**src/rtl/fetch_sequencer.sv**
```systemverilog
// Instruction-fetch controller: owns the PC, drives imem_addr, captures the IF/ID register.
// Optional MISALIGN_TRAP_EN: an odd redirect target faults instead of being force-aligned.
module fetch_sequencer #(
  parameter logic [15:0] RESET_PC   = 16'h0000,
  parameter int          IMEM_BYTES = 60,
  parameter logic [15:0] HALT_WORD  = 16'hEFFF,
  parameter logic [15:0] NOP_WORD   = 16'h0000
) (
  input  logic        clk,
  input  logic        reset,
  input  logic        start,
  input  logic        stall,
  input  logic        redirect_valid,
  input  logic [15:0] redirect_addr,
  output logic [15:0] imem_addr,
  input  logic [15:0] imem_data,
  output logic [15:0] if_instr,
  output logic [15:0] if_pc,
  output logic        if_valid,
  output logic        halted,
  output logic        fetch_err,
  output logic [15:0] fetch_count
);
  localparam logic [1:0]  S_IDLE = 2'd0;
  localparam logic [1:0]  S_RUN  = 2'd1;
  localparam logic [1:0]  S_HALT = 2'd2;
  localparam logic [16:0] LIMIT  = 17'(IMEM_BYTES);

  logic [1:0]  state;
  logic [15:0] pc;
  logic [16:0] pc_inc;
  logic        bad_target;

  // 17-bit increment so the wrap test cannot be fooled by 16-bit overflow
  assign pc_inc    = {1'b0, pc} + 17'd2;
  assign imem_addr = pc;

  always_comb begin
    bad_target = ({1'b0, redirect_addr} >= LIMIT);
`ifdef MISALIGN_TRAP_EN
    bad_target = bad_target | redirect_addr[0];
`endif
  end

  always_ff @(posedge clk) begin
    if (!reset) begin
      state       <= S_IDLE;
      pc          <= RESET_PC;
      if_instr    <= NOP_WORD;
      if_pc       <= 16'h0000;
      if_valid    <= 1'b0;
      halted      <= 1'b0;
      fetch_err   <= 1'b0;
      fetch_count <= 16'h0000;
    end else begin
      case (state)
        S_IDLE: begin
          if (start) begin
            state <= S_RUN;
            pc    <= RESET_PC;
          end
        end
        S_RUN: begin
          if (redirect_valid) begin
            if_valid <= 1'b0;
            if_instr <= NOP_WORD;
            if (bad_target) begin
              state     <= S_HALT;
              fetch_err <= 1'b1;
            end else begin
              pc <= {redirect_addr[15:1], 1'b0};
            end
          end else if (!stall) begin
            if_instr <= imem_data;
            if_pc    <= pc;
            if_valid <= 1'b1;
            if (fetch_count != 16'hFFFF) fetch_count <= fetch_count + 16'd1;
            // a halt word is kept in IF/ID; pc stays pointing at it
            if (imem_data == HALT_WORD) state <= S_HALT;
            else if (pc_inc >= LIMIT)   pc    <= 16'h0000;
            else                        pc    <= pc_inc[15:0];
          end
        end
        S_HALT: begin
          halted   <= 1'b1;
          if_valid <= 1'b0;
          if_instr <= NOP_WORD;
        end
        default: state <= S_IDLE;
      endcase
    end
  end
endmodule

```
**config.mk**
```make
export PLATFORM = sky130hd
export DESIGN_NAME = fetch_sequencer
export DESIGN_NICKNAME = d
export VERILOG_FILES = /design/src/rtl/fetch_sequencer.sv
export SDC_FILE = /design/constraint.sdc
export NUM_CORES = 1
export LEC_CHECK = 0
export ABC_AREA = 1
export CORE_UTILIZATION = 42
export DETAILED_ROUTE_END_ITERATION = 12
export PLACE_DENSITY_LB_ADDON = 0.3
export REMOVE_ABC_BUFFERS = 1
export SYNTH_ARGS = -nofsm -noshare
export SYNTH_HDL_FRONTEND = slang
export SYNTH_SLANG_ARGS = --single-unit
export TNS_END_PERCENT = 1
```
**constraint.sdc**
```tcl
create_clock -name clk -period 1.6 [get_ports clk]
set_input_delay 0.32 -clock clk [delete_from_list [all_inputs] [get_ports clk]]
set_output_delay 0.32 -clock clk [all_outputs]
set_load 0.1 [all_outputs]
```
==> metrics.cfg <==
[timing]
rsz0062_at_grt = yes
setup_slack_ps = -208
holdWs_ps = 284
fin_skew_ps = 12.9
finalSetupViolCount = 15
min_period_over_period = 1.13
drv_slew = 0
hold_viol = 0
layout_min_cycle_time_ps = 1810
fmax_mhz = 553

[floorplanning]
start_util = 0.442
design.die.area_um2 = 8120
io_pins = 104
rows = 31
core_um2 = 7370
die_x_um = 90.1
die_y_um = 90.1

[synthesis]
ys_seq_elements = 67
ys_seq_area_frac = 0.411
yosysWarningCount = 0
syn_area_um2 = 3260
syn_inst = 468
synth_cell_types = 36
syn_avg_cell_area_um2 = 6.97

[grt]
grt_pass1_wl_mm = 16.6
grt_max_degree = 45
grt_pass1_vias = 3717
track_usage = 0.251
grt_overflow_total = 0
antenna_found_initial = 0

[worst_setup_path]
worst_ep_arrival_time_ps = 2070
worstPathRequired_ps = 1870
cp_max_fo = 5
critPathKind = flip-flop to flip-flop
start_kind = flip-flop
endpoint_kind = flip-flop

[layout]
mostFrequentLayoutCells = 129 x nand2_1, 67 x buf_12, 58 x dfxtp_1, 58 x buf_4, 51 x a21oi_1
n_fill_cell = 470
nNetsFinal = 668
postLayoutCoreUtil = 0.791
drive_gt1_frac = 0.319
final_common_cell = nand2_1
area_growth_syn_to_layout_pct = 78.9
fin_cells = 733
diodes = 0

[placed_design]
numPlacedInstances = 712
hpwl_mm = 7.43
portBuffers = 100
place_congestion = 0.892

[status]
status = finished with violations
failed_checks = setup timing

[route]
dr.pass1.iters = 5
drc = 0
drt-total-wl_mm = 10.2
via_per_inst = 5.09
wl_per_cell_um = 13.9
drtIter0Drc = 141
detail-route-antenna-nets = 0
via_count = 3733

[cts]
h-tree-depth = 3
cts_root_buf = clkbuf_8
clk_pin_slew_ps = 80
clock-sinks = 67
cts_buffers = 9
tritoncts = done
cts_max_path_buffers = 2
clk_latency_ps = 350

[run]
maxCapViolations = 0

[power_and_ir_drop]
comb_power_share = 0.209
p_int_mw = 2.75
p_switching_mw = 1.24
cellPowerDensity_nw_per_um2 = 685
p_leak_nw = 2.35
p_seq_frac = 0.438
vdd_drop_max_mv = 0.498
clockPowerShare = 0.353
p_sw_frac = 0.310

[hold_path]
hp-class = primary input to flip-flop

==> per-layer routing <==
metal	share of wire	vias to the layer above	global-route usage
met4	0.025	0	0.103
met1	0.39	1712	0.270
li1	-	1840	-
met2	0.50	153	0.445
met5	0	-	0
met3	0.087	28	0.0880
==> path summary, 6_finish.rpt <==
check | from | depth (start not counted) | endpoint | slack, ps
setup / recovery | imem_addr[1] | 11 | imem_addr[1] | -210
hold / removal | imem_data[9] | 3 | if_instr[9] | 280
setup reg to reg | imem_addr[1] | 11 | imem_addr[1] | -210
hold reg to reg | fetch_err | 2 | fetch_err | 490
==> synth_stat cells <==
library cell   instances  area share
buf_2                  5      0.0077
buf_4                  2      0.0046
nor3b_1                1      0.0023
xor2_1                 3      0.0081
nor2_8                 1      0.0061
xnor2_1                1      0.0027
inv_2                  4      0.0046
nor3_1                17       0.026
clkbuf_8               1      0.0042
o21ai_1                1      0.0015
clkbuf_1               6      0.0069
nand2_4                2      0.0069
nand4_1               11       0.021
o211ai_2               1      0.0038
inv_1                 43       0.049
nand2_1              133        0.15
clkinv_1               3      0.0035
nand3_1               25       0.038
dfxtp_1               67        0.41
nor3_4                 1      0.0050
conb_1                 1      0.0012
o21ai_0               23       0.035
nor2_4                 7       0.024
a211oi_1               1      0.0023
a21oi_2                2      0.0054
ha_1                   2      0.0077
o21a_1                 2      0.0046
nor4_1                 2      0.0038
dlygate4sd1_1          1      0.0027
nand2_2                2      0.0038
a31oi_1                2      0.0038
inv_4                  1      0.0019
nand3_2                2      0.0061
a21oi_1               51       0.078
nor2_1                40       0.046
nand3_4                1      0.0054
==> cell families after synthesis <==
family                   Yosys count  share of synthesized area
other                              1                    0.00115
AO/OA/AOI/OAI                     83                      0.135
AND/OR/NAND/NOR                  245                      0.348
adder cells (fa/ha/maj)            2                    0.00767
XOR/XNOR                           4                     0.0107
buffers and inverters             66                     0.0856
flip-flops                        67                      0.411
==> final cells by class <==
class	count	area (µm²)	share of cell area
multi-input combinational	336	1790	0.306
timing repair buffer	164	2180	0.373
inverter	51	195	0.0335
clock buffer	10	128	0.0219
clock inverter	6	65.1	0.0112
tap	99	124	0.0212
sequential	67	1360	0.233
==> flip-flops by register name, indices dropped and copies added (netlist names) <==
signal / count
state: 2
if_pc: 15
fetch_count: 16
imem_addr: 15
halted: 1
if_instr: 16
if_valid: 1
fetch_err: 1
==> what timing repair did <==
action | in CTS | in global routing
setup buffers | 5 | 0
gates resized for setup | 27 | 23
setup endpoints to repair | 22 | 48
pin swaps | 15 | 8
hold buffers | 0 | 0
==> worst max-delay path, stage by stage, from the launching register on <==
cell and delay (ps):
dfxtp_4 370, ha_4 170, nand2_2 80, nor2_4 140, nand2_1 90, xor2_1 180
nand3_2 130, nor2_4 190, nand3_1 110, nand2_1 80, nand2_1 70, a21oi_1 130
==> power by group through the flow <==
stage / combinational [mW] / clock [mW] / sequential [mW]
floorplan: 0.183 / 0 / 2.02
global placement: 0.794 / 0 / 1.78
detailed placement: 0.808 / 0 / 1.79
CTS: 0.831 / 1.43 / 1.75
global route: 0.879 / 1.50 / 1.75
finish: 0.836 / 1.41 / 1.75
==> metrics by stage <==
| step | instance area (µm²) | total power, mW | setup TNS, ps | worst slack [ps] |
|---|---|---|---|---|
| after detailed placement | 5420 | 2.59 | -19910 | -614 |
| after CTS | 5750 | 4.01 | -951 | -179 |
| after global routing | 5830 | 4.13 | -3020 | -302 |
| after floorplan | 3180 | 2.21 | -20450 | -929 |
| after global placement | 5420 | 2.58 | -17240 | -493 |
| final | 5830 | 3.99 | -1460 | -208 |
Power figures use the tool's default switching activity.
